## config.mk

```make
export PLATFORM = sky130hd
export DESIGN_NAME = alu_sequencer_flat
export DESIGN_NICKNAME = d
export VERILOG_FILES = /design/src/rtl/alu_sequencer_if.sv /design/src/rtl/alu_sequencer.sv /design/src/flat_wrapper.sv
export SDC_FILE = /design/constraint.sdc
export NUM_CORES = 1
export LEC_CHECK = 0
export ABC_CLOCK_PERIOD_IN_PS = 2000
export CAP_MARGIN = 20
export CORE_ASPECT_RATIO = 0.6
export CORE_MARGIN = 3
export CORE_UTILIZATION = 39
export CTS_CLUSTER_SIZE = 12
export DETAILED_ROUTE_END_ITERATION = 7
export PLACE_DENSITY_LB_ADDON = 0.15
export SYNTH_ARGS = -nofsm -noshare
export SYNTH_HDL_FRONTEND = slang
export SYNTH_SLANG_ARGS = --single-unit
```

## constraint.sdc

```tcl
create_clock -name clk -period 2 [get_ports clk]
set_clock_uncertainty 0.2 [all_clocks]
set_input_delay 0.4 -clock clk [delete_from_list [all_inputs] [get_ports clk]]
set_output_delay 0.4 -clock clk [all_outputs]
set_load 0.005 [all_outputs]
```

## src/rtl/alu_sequencer_if.sv

```systemverilog
// Request/response handshake bundle between a requester and the ALU sequencer.
// The sequencer connects through the slave modport, the requester through master.
interface alu_sequencer_if;
  logic        req_valid;
  logic        req_ready;
  logic [3:0]  req_op;
  logic [31:0] req_x;
  logic [31:0] req_y;
  logic        rsp_valid;
  logic        rsp_ready;
  logic [63:0] rsp_z;
  logic        rsp_err;

  modport master (
    output req_valid, req_op, req_x, req_y, rsp_ready,
    input  req_ready, rsp_valid, rsp_z, rsp_err
  );

  modport slave (
    input  req_valid, req_op, req_x, req_y, rsp_ready,
    output req_ready, rsp_valid, rsp_z, rsp_err
  );
endinterface

```

## src/rtl/alu_sequencer.sv

```systemverilog
// ALU sequencer: takes one operation at a time, drives the shared ALU for one cycle and
// holds the result until consumed. Define ALU_SEQUENCER_DIV_EN to include the restoring divider.
//
// state | meaning
// IDLE  | ready for a request
// EXEC  | shared ALU driven for one cycle, result captured
// DIV   | restoring divide, one quotient bit per cycle (ALU_SEQUENCER_DIV_EN only)
// DONE  | response presented until rsp_ready
module alu_sequencer (
  input  logic           clk,
  input  logic           resetn,
  alu_sequencer_if.slave bus,
  output logic [31:0]    alu_x,
  output logic [31:0]    alu_y,
  output logic [15:0]    alu_opp,
  input  logic [63:0]    alu_z
);
  localparam logic [3:0] OP_DIV = 4'd4;
  localparam logic [3:0] OP_INC = 4'd13;

`ifdef ALU_SEQUENCER_DIV_EN
  typedef enum logic [1:0] {IDLE = 2'd0, EXEC = 2'd1, DIV = 2'd2, DONE = 2'd3} state_t;
`else
  typedef enum logic [1:0] {IDLE = 2'd0, EXEC = 2'd1, DONE = 2'd3} state_t;
`endif

  state_t      state_q, state_d;
  logic [3:0]  op_q, op_d;
  logic [31:0] x_q, x_d;
  logic [31:0] y_q, y_d;
  logic        ill_q, ill_d;
  logic [63:0] z_q, z_d;
  logic        err_q, err_d;
  logic        req_legal;

`ifdef ALU_SEQUENCER_DIV_EN
  logic [4:0]  cnt_q, cnt_d;
  logic [31:0] rem_q, rem_d;
  logic [31:0] quo_q, quo_d;
  logic [32:0] trial;
  logic [32:0] diff;
  logic        trial_ge;

  // Quotient register starts as the dividend and shifts its MSB into the partial remainder.
  assign trial    = {rem_q, quo_q[31]};
  assign diff     = trial - {1'b0, y_q};
  assign trial_ge = ~diff[32];
`endif

  always_comb begin
    req_legal = (bus.req_op <= OP_INC);
`ifndef ALU_SEQUENCER_DIV_EN
    if (bus.req_op == OP_DIV) req_legal = 1'b0;
`endif
  end

  always_ff @(posedge clk or negedge resetn) begin
    if (!resetn) begin
      state_q <= IDLE;
      op_q    <= '0;
      x_q     <= '0;
      y_q     <= '0;
      ill_q   <= 1'b0;
      z_q     <= '0;
      err_q   <= 1'b0;
`ifdef ALU_SEQUENCER_DIV_EN
      cnt_q   <= '0;
      rem_q   <= '0;
      quo_q   <= '0;
`endif
    end else begin
      state_q <= state_d;
      op_q    <= op_d;
      x_q     <= x_d;
      y_q     <= y_d;
      ill_q   <= ill_d;
      z_q     <= z_d;
      err_q   <= err_d;
`ifdef ALU_SEQUENCER_DIV_EN
      cnt_q   <= cnt_d;
      rem_q   <= rem_d;
      quo_q   <= quo_d;
`endif
    end
  end

  always_comb begin
    state_d = state_q;
    op_d    = op_q;
    x_d     = x_q;
    y_d     = y_q;
    ill_d   = ill_q;
    z_d     = z_q;
    err_d   = err_q;
`ifdef ALU_SEQUENCER_DIV_EN
    cnt_d   = cnt_q;
    rem_d   = rem_q;
    quo_d   = quo_q;
`endif
    case (state_q)
      IDLE: begin
        if (bus.req_valid) begin
          op_d    = bus.req_op;
          x_d     = bus.req_x;
          y_d     = bus.req_y;
          ill_d   = ~req_legal;
          // Illegal ops also pass through EXEC (ALU idle) so every non-divide answer lands in N+2.
          state_d = EXEC;
`ifdef ALU_SEQUENCER_DIV_EN
          if (bus.req_op == OP_DIV) begin
            cnt_d   = 5'd31;
            rem_d   = '0;
            quo_d   = bus.req_x;
            state_d = DIV;
          end
`endif
        end
      end
      EXEC: begin
        z_d     = ill_q ? 64'd0 : alu_z;
        err_d   = ill_q;
        state_d = DONE;
      end
`ifdef ALU_SEQUENCER_DIV_EN
      DIV: begin
        if (y_q == 32'd0) begin
          z_d     = {x_q, 32'hFFFF_FFFF};
          err_d   = 1'b1;
          state_d = DONE;
        end else begin
          rem_d = trial_ge ? diff[31:0] : trial[31:0];
          quo_d = {quo_q[30:0], trial_ge};
          if (cnt_q == 5'd0) begin
            z_d     = {rem_d, quo_d};
            err_d   = 1'b0;
            state_d = DONE;
          end else begin
            cnt_d = cnt_q - 5'd1;
          end
        end
      end
`endif
      DONE: begin
        if (bus.rsp_ready) state_d = IDLE;
      end
      default: state_d = IDLE;
    endcase
  end

  assign bus.req_ready = (state_q == IDLE);
  assign bus.rsp_valid = (state_q == DONE);
  assign bus.rsp_z     = z_q;
  assign bus.rsp_err   = err_q;
  assign alu_x         = x_q;
  assign alu_y         = y_q;
  assign alu_opp       = (state_q == EXEC && !ill_q) ? (16'h0001 << op_q) : 16'h0000;

endmodule
```

## src/flat_wrapper.sv

```systemverilog
// flat-port wrapper written by rule: the top's interface ports become plain ports
module alu_sequencer_flat 
  (clk, resetn, alu_x, alu_y, alu_opp, alu_z, bus_req_valid, bus_req_op, bus_req_x, bus_req_y, bus_rsp_ready, bus_req_ready, bus_rsp_valid, bus_rsp_z, bus_rsp_err);
  alu_sequencer_if bus_i ();
  input  logic clk;
  input  logic resetn;
  output logic [31:0] alu_x;
  output logic [31:0] alu_y;
  output logic [15:0] alu_opp;
  input  logic [63:0] alu_z;
  input wire logic [$bits(bus_i.req_valid)-1:0] bus_req_valid;
  input wire logic [$bits(bus_i.req_op)-1:0] bus_req_op;
  input wire logic [$bits(bus_i.req_x)-1:0] bus_req_x;
  input wire logic [$bits(bus_i.req_y)-1:0] bus_req_y;
  input wire logic [$bits(bus_i.rsp_ready)-1:0] bus_rsp_ready;
  output wire logic [$bits(bus_i.req_ready)-1:0] bus_req_ready;
  output wire logic [$bits(bus_i.rsp_valid)-1:0] bus_rsp_valid;
  output wire logic [$bits(bus_i.rsp_z)-1:0] bus_rsp_z;
  output wire logic [$bits(bus_i.rsp_err)-1:0] bus_rsp_err;
  assign bus_i.req_valid = bus_req_valid;
  assign bus_i.req_op = bus_req_op;
  assign bus_i.req_x = bus_req_x;
  assign bus_i.req_y = bus_req_y;
  assign bus_i.rsp_ready = bus_rsp_ready;
  assign bus_req_ready = bus_i.req_ready;
  assign bus_rsp_valid = bus_i.rsp_valid;
  assign bus_rsp_z = bus_i.rsp_z;
  assign bus_rsp_err = bus_i.rsp_err;
  alu_sequencer u_core (.clk(clk), .resetn(resetn), .bus(bus_i), .alu_x(alu_x), .alu_y(alu_y), .alu_opp(alu_opp), .alu_z(alu_z));
endmodule
```

# Word level (Yosys, flattened, before mapping)
# Cells that the tools add are included.
totals:
  elab_cells: 26
  ff_bits: 136
op_classes:
  bitwise: 1
  eq_ne: 5
  mux: 6
  n_reduce_logical: 5
  magnitude_cmp: 1
  n_shift: 1
op_table:
  columns: ["operator", "n"]
  rows:
  - ["64-bit two-way mux", 1]
  - ["16-bit two-way mux", 1]
  - ["1-bit by 4-bit << shifter with 16-bit output, first input constant", 1]
  - ["2-bit case mux with 3 select lines", 1]
  - ["4-bit by 3-bit equality test with 1-bit output, second input constant", 1]
  - ["4-bit <= comparator, second input constant", 1]
  - ["2-bit two-way mux", 2]
  - ["2-bit != test, second input constant", 2]
  - ["2-bit AND reduction", 2]
  - ["2-bit by 1-bit equality test with 1-bit output, second input constant", 1]
  - ["2-bit equality test, second input constant", 1]
  - ["2-bit logical NOT", 1]
  - ["1-bit logical AND", 1]
  - ["1-bit logical NOT", 1]
  - ["1-bit two-way mux", 1]
  - ["1-bit NOT", 1]

# Longest topological paths before layout
# Gate-level depths: netlist of run 1.
logic_depth:
  word_depth: 3
  mapped_depth: 5
  mapped_depth_nobuf: 3

# Worst setup path after synthesis of run 1
# Ideal clock, no wire load.
synth_path:
  kind: "reg2out"
  start: "register u_core.state_q[1]"
  end: "output alu_opp[12]"
  setup_slack_ns: 0.263
  arrival_ns: 1.137
  stages_incl_launch_ff: 4
  cell_sequence: "dfrtp_1 -> nor3b_1 -> nand3_1 -> nor3_1"
synth_between:
  elab_chain_len: 3
synth_rtl:
  columns: ["item", "line", "text"]
  rows:
  - ["start, declared", "alu_sequencer.sv:27", "state_t state_q, state_d;"]
  - ["start signal, assigned", "alu_sequencer.sv:72", "state_q <= state_d;"]
  - ["2-bit by 1-bit equality test with 1-bit output", "alu_sequencer.sv:156", "assign alu_opp = (state_q == EXEC && !ill_q) ? (16'h0001 << op_q) : 16'h0000;"]
  - ["1-bit logical AND", "alu_sequencer.sv:156", null]
  - ["16-bit two-way mux", "alu_sequencer.sv:156", null]
  - ["end, declared", "flat_wrapper.sv:9", "output logic [15:0] alu_opp;"]
# No other way between the ends.

# Final worst setup path of run 1
layout_path:
  start: "register u_core.ill_q"
  end: "output alu_opp[4]"
layout_between:
  elab_chain_len: 3
layout_rtl:
  columns: ["item", "line", "text"]
  rows:
  - ["start, declared", "alu_sequencer.sv:31", "logic ill_q, ill_d;"]
  - ["start signal, assigned", "alu_sequencer.sv:76", "ill_q <= ill_d;"]
  - ["1-bit logical NOT", "alu_sequencer.sv:156", null]
  - ["1-bit logical AND", "alu_sequencer.sv:156", null]
  - ["16-bit two-way mux", "alu_sequencer.sv:156", null]
# No other way between the ends.

==> results_dict.tcl, run 1 <==
set metrics [dict create \
    antenna_found_initial 0 \
    critPathKind "reg2out" \
    finalHoldViolCount 0 \
    ys_types 23 \
    grt_setup_unrepaired "yes" \
    ios 283 \
    route.detailed.drc 0 \
    period_needed_ns 2.31 \
    clock-sinks 136 \
    drt_wl_total_um 15600 \
    rr_endpoint "u_core.alu_y[15]" \
    post-route-util_pct 69.6 \
    ys_warn_count 0 \
    grt_pass1_wl_um 24800 \
    gr-usage-all-layers_pct 20.8 \
    layout.nets 895 \
    setup_viol 16 \
    crit_path_top_delay_cell "dfrtp_1" \
    die_area_um2 15200 \
    drt.antenna.violating_nets 0 \
    first_global_vias 4746 \
    antenna_cells 0 \
    gp_congestion 0.851 \
    grt_max_degree 67 \
    vias 4440 \
    vias_per_cell 4.71 \
    drv_slew 0 \
    htreeDepth 4 \
    drtIter0Drc 186 \
    hp-class "in2async" \
    ff2ff_setup_slack_ns 0.19 \
    ys_seq_area_share_pct 63.7 \
    maxCapViolCount 0 \
    stdcell_area_um2 9110 \
    wl_per_cell_um 16.6 \
    clock_latency_ns 0.39 \
    num-fill-cells 951 \
    cts_buffer_depth 2 \
    violations "negative setup slack" \
    area_delta_synth_final_pct 70.7 \
    syn_area_um2 5340 \
    cts_root_buffer "clkbuf_16" \
    avgSynthCellArea_um2 11.5 \
    power.leakage_uw 0.00400 \
    fin_worst_hold_slack_ns 0.275 \
    syn_nets 599 \
    regToRegStartpoint "u_core.state_q[0]" \
    ys_ff_latch 136 \
    yosysTopAreaCellShare_pct 63.7 \
    multi_input_area_um2 1850 \
    powerDensity_nw_per_um2 1570 \
    critPathMaxStageDelay_ns 0.38 \
    cts_tree "built" \
    synth.area.top_cells "dfrtp_1, mux2_2, nand2_1, o21ai_0, buf_6" \
    placed_cell_area_um2 8390 \
    seqCellArea_um2 3400 \
    r2r_cells 4 \
    worstMarginPinSlew_ns 0.401 \
    die_x_um 157 \
    core-area_um2 13100 \
    synth_area_leader_cell "dfrtp_1" \
    hpwlAfterDp_um 11700 \
    crit_arrival_ns 1.71 \
    cts_buffers 17 \
    gr-total-overflow 0 \
    cp_top_family "buffers and inverters" \
    clkSlewWorstSetupHoldPaths_ns 0.06 \
    status "finished, violations left" \
    drive_gt1_share_pct 19.8 \
    syn_inst 463 \
    crit_top_cell "buf_4" \
    port_buffers 282 \
    irDropWorstVdd_v 0.000809 \
    die_height_um 96.6 \
    rows 32 \
    initial_utilization_pct 40.8 \
    crit_buf_inv 3 \
    slew_headroom_pct 73.3 \
    first_pass_iters 4 \
    setup_ws_ns -0.311 \
    max_freq_mhz 433 \
    crit_fanout 4 \
    critical_path_required_ns 1.40 \
    worst_setup_path_end_kind "output pin" \
    path_cells "nor3b_2 > buf_4 > nand3b_1 > buf_4 > nor3_2 > buf_2" \
    post-route-period-util_pct 116 \
    start_kind "flip-flop" \
]
## registers in the layout, summed over array words and instances, names as in the netlist
name                flops
u_core.alu_x           32
u_core.alu_y           32
u_core.bus.rsp_err      1
u_core.bus.rsp_z       64
u_core.ill_q            1
u_core.op_q             4
u_core.state_q          2
## stage by stage
step | TNS, ns | setup slack (ns) | std cells | total power, uW
final | -2.96 | -0.311 | 942 | 14300
after detailed placement | -12.92 | -0.230 | 901 | 10900
after global routing | -4.72 | -0.415 | 942 | 15200
after CTS | -3.32 | -0.370 | 941 | 14400
after floorplan | 0 | 0.263 | 463 | 7130
after global placement | -11.24 | -0.191 | 901 | 10700
## final cells by class
class,instances,share of cell area (%)
clock inverter,13,2.11
inverter,3,0.124
tap,170,2.33
timing repair buffer,305,32.9
sequential,136,37.4
multi-input combinational,296,20.2
clock buffer,19,4.97
## cell usage after synthesis (all sizes together)
library cell / n
inv: 3
nor2: 13
nand2: 131
clkbuf: 12
nand3: 2
a21o: 1
nand2b: 3
dfrtp: 136
a21boi: 1
buf: 16
nor3: 5
a21oi: 1
o22ai: 1
nand3b: 2
and2: 1
nor3b: 2
o21ai: 66
mux2: 67
## layout by cell type (no fill, tap or decap), drive strengths merged, types with 2 or more instances in the layout
master	synthesis	routed
nor3	5	5
mux2	67	67
nand3b	2	2
nand2b	3	3
clkdlybuf4s50	0	263
bufinv	0	4
buf	16	39
nand2	131	131
o21ai	66	66
dlygate4sd2	0	2
clkbuf	12	19
dfrtp	136	136
inv	3	5
nor2	13	13
clkinv	0	5
nor3b	2	2
nand3	2	2
clkinvlp	0	2
## power by group
part           internal [uW]  switching, uW
logic                   3670           2370
clock network           2170           1180
registers               4110            778
## worst max path at each step
stage	startpoint	end	slack, ns	depth (start not counted)
finish	u_core.ill_q	alu_opp[4]	-0.31	6
global route	u_core.ill_q	alu_opp[4]	-0.41	6
CTS	u_core.state_q[1]	alu_opp[4]	-0.37	6
detailed placement	u_core.ill_q	alu_opp[4]	-0.23	5
global placement	u_core.ill_q	alu_opp[8]	-0.19	5
floorplan	u_core.state_q[1]	alu_opp[12]	0.26	3
## routing by layer
metal  vias to the layer above  global-route usage [%]  wire length (um)  part of all wire [%]
met5                         -                       0                 0                     0
met4                         0                    6.00               243                   1.6
met3                        20                    8.14              1550                   9.9
met2                       171                    35.6              7790                    50
met1                      2121                    24.1              6060                    39
li1                       2128                       -                 -                     -
## cells by family (layout without fill, tap and decap cells)
family	after synthesis	in the layout	share of synthesized area, %
simple gates	159	159	12.0
flops	136	136	63.7
compound gates	70	70	6.68
mux	67	67	14.1
buf+inv	31	340	3.44
## what timing repair did
action	in CTS	in global routing
hold endpoints to repair	36	0
pin swaps	16	11
resized for setup	78	11
buffers inserted	7	1
cloned	0	0
hold buffers	1	0
endpoints found under the setup margin	18	17
Note: power is estimated with default switching activity, not from simulation.
==> run 2, diff against run 1 <==
- CORE_UTILIZATION: 39 -> 40
- DONT_BUFFER_PORTS: unset -> 1
- SKIP_CTS_REPAIR_TIMING: unset -> 1
==> results_dict.tcl, run 2 <==
set metrics [dict create \
    status "aborted with a tool error" \
    stop_stage "global routing (5_1_grt)" \
    first-error "[ERROR RSZ-0060] Max buffer count reached." \
    synth_area_leader_cell "dfrtp_1" \
    async_flop_share_pct 100 \
    die_x_um 155 \
    cts_buffer_depth 2 \
    worst_path_end_type "top-level output" \
    ys_ff_latch 136 \
    syn_nets 599 \
    placed_cells 613 \
    cts_root_buffer "clkbuf_16" \
    synth.area.top_cells "dfrtp_1, mux2_2, nand2_1, o21ai_0, buf_6" \
    ys_types 23 \
    clock-sinks 136 \
    ios 283 \
    syn_area_um2 5340 \
    yosysTopAreaCellShare_pct 63.7 \
    hpwlAfterDp_um 8800 \
    syn_inst 463 \
    synth_enable_flop_cells 0 \
    rows 32 \
    die_height_um 95.5 \
    ys_seq_area_share_pct 63.7 \
    synth-main-ff-cell "dfrtp_1" \
    avgSynthCellArea_um2 11.5 \
    gp_congestion 0.810 \
    htreeDepth 4 \
    initial_utilization_pct 41.3 \
    post-place-ws_ns 0.197 \
    synth_common_cells "dfrtp_1, nand2_1, o21ai_0" \
    synth_most_common_cell "dfrtp_1" \
    grt_max_degree 137 \
    ys_warn_count 0 \
    postGrtWorstEndpoint "alu_opp[0]" \
    port_buffers 0 \
    cts_buffers 17 \
]
==> run 2: cell counts after synthesis <==
No cell type changed its count.
==> run 2: cell families after synthesis <==
kind of cell	after synthesis	synth area share (%)
muxes	67	14.1
DFF	136	63.7
buffers and inverters	31	3.44
AOI/OAI and AO/OA	70	6.68
and+or+nand+nor	159	12.0
==> run 2: through the flow <==
step,instance area [um2],TNS (ns),util [%]
floorplan,5340,0,-
global placement,5510,0,42.6
detailed placement,5510,0,42.6
CTS,6140,-2.61,47.5
==> run 3, diff against run 2 <==
- CORE_ASPECT_RATIO: 0.6 -> unset
- CORE_UTILIZATION: 40 -> 25
- CTS_CLUSTER_SIZE: 12 -> unset
==> results_dict.tcl, run 3 (same netlist as run 1, synthesis figures left out) <==
set metrics [dict create \
    placed_cell_area_um2 5660 \
    cts_root_buffer "clkbuf_16" \
    die_area_um2 23100 \
    post-route-period-util_pct 111 \
    gr-usage-all-layers_pct 12.0 \
    hpwlAfterDp_um 9890 \
    antenna_cells 0 \
    max_freq_mhz 449 \
    drive_gt1_share_pct 20.3 \
    slew_headroom_pct 75.2 \
    die_height_um 152 \
    maxCapViolCount 0 \
    grt_setup_unrepaired "yes" \
    finalHoldViolCount 136 \
    worst-path-stages 4 \
    wl_per_cell_um 16.9 \
    drtIter0Drc 267 \
    layout.nets 735 \
    critPathMaxStageDelay_ns 0.42 \
    ios 283 \
    setup_viol 16 \
    rows 52 \
    ff2ff_setup_slack_ns 0.24 \
    htreeDepth 4 \
    critical_path_required_ns 1.40 \
    layout_common_cells "dfrtp_1, dlygate4sd3_1, nand2_1" \
    tns_ns -2.41 \
    irDropWorstVdd_v 0.000540 \
    initial_utilization_pct 25.9 \
    start_kind "flip-flop" \
    fin_worst_hold_slack_ns -0.517 \
    hp-class "in2async" \
    period_needed_ns 2.23 \
    drv_slew 0 \
    drt.antenna.violating_nets 0 \
    vias_per_cell 4.40 \
    port_buffers 0 \
    gr-total-overflow 0 \
    die_x_um 152 \
    clock-sinks 136 \
    cts_buffer_depth 2 \
    antenna_found_initial 0 \
    critPathKind "reg2out" \
    post-route-util_pct 37.3 \
    crit_arrival_ns 1.63 \
    final_common_cell "dfrtp_1" \
    core-area_um2 20600 \
    gp_congestion 0.731 \
    clkSlewWorstSetupHoldPaths_ns 0.06 \
    cts_buffers 17 \
    cp_top_family "simple AND/OR/NAND/NOR gates" \
    vias 3879 \
    stdcell_area_um2 7700 \
    placed_cells 715 \
    crit_fanout 4 \
    route.detailed.drc 0 \
    clock_latency_ns 0.41 \
    rr_endpoint "u_core.alu_x[29]" \
    powerDensity_nw_per_um2 1510 \
    grt_pass1_wl_um 21800 \
    path_cells "nor3b_4 > buf_6 > nand3b_1 > nor3_2" \
    power.leakage_uw 0.00336 \
    violations "negative hold slack, negative setup slack" \
    worst_setup_path_end_kind "output pin" \
    status "finished, violations left" \
    first_pass_iters 4 \
    area_delta_synth_final_pct 44.2 \
    regToRegStartpoint "u_core.state_q[0]" \
    worstMarginPinSlew_ns 0.372 \
    first_global_vias 3632 \
    worstSetupEndpoint "alu_opp[4]" \
    crit_buf_inv 1 \
    crit_path_top_delay_cell "dfrtp_1" \
    setup_ws_ns -0.226 \
    startpoint "u_core.ill_q" \
    grt_max_degree 137 \
    r2r_cells 3 \
    final_cells 882 \
    drt_wl_total_um 14900 \
    cts_tree "built" \
    largest_register_ffs 64 \
]
run 3: worst reg2reg max path: cells and delay by family, from the launching register on:
kind / cells / cell delay (ns)
AND/OR/NAND/NOR: 1 / 0.24
buffers and inverters: 1 / 0.35
multiplexers: 1 / 0.43
flip-flops: 1 / 0.42
run 3: cell type report:
cell class,instances,area [um2]
flip-flops and latches,136,3400
well taps,270,338
repair buffers,145,1510
clock buffers,19,453
clock inverters,13,141
multi-input cells,296,1850
inverters,3,11.3
fillers,1958,12900
run 3: per-stage QoR:
| stage | power [uW] | setup slack (ns) |
|---|---|---|
| 2_1_floorplan | 7130 | 0.263 |
| 3_3_place_gp | 8080 | 0.0832 |
| 3_5_place_dp | 8190 | 0.165 |
| 4_1_cts | 11400 | -0.299 |
| 5_1_grt | 12500 | -0.310 |
| 6_report | 11600 | -0.226 |
run 3: how the worst min path moves through the flow:
stage            from  cells past startpoint                    to
6_report       resetn                      0  u_core.bus.rsp_z[27]
5_1_grt        resetn                      0  u_core.bus.rsp_z[11]
4_1_cts        resetn                      0  u_core.bus.rsp_z[27]
3_5_place_dp   resetn                      0  u_core.bus.rsp_z[23]
3_3_place_gp   resetn                      0  u_core.bus.rsp_z[27]
2_1_floorplan  resetn                      0       u_core.alu_x[0]
run 3: power breakdown:
group,total (uW),switching (uW),internal [uW]
clock,3160,1240,1910
sequential,5370,1260,4120
combinational,3100,1550,1550
run 3: routing by layer:
| layer | GRT usage, % | wire, um | up-vias |
|---|---|---|---|
| met4 | 5.57 | 248 | 0 |
| met2 | 20.1 | 8030 | 146 |
| met1 | 13.3 | 5660 | 1908 |
| met5 | 0 | 0 | - |
| li1 | - | - | 1811 |
| met3 | 4.80 | 993 | 14 |
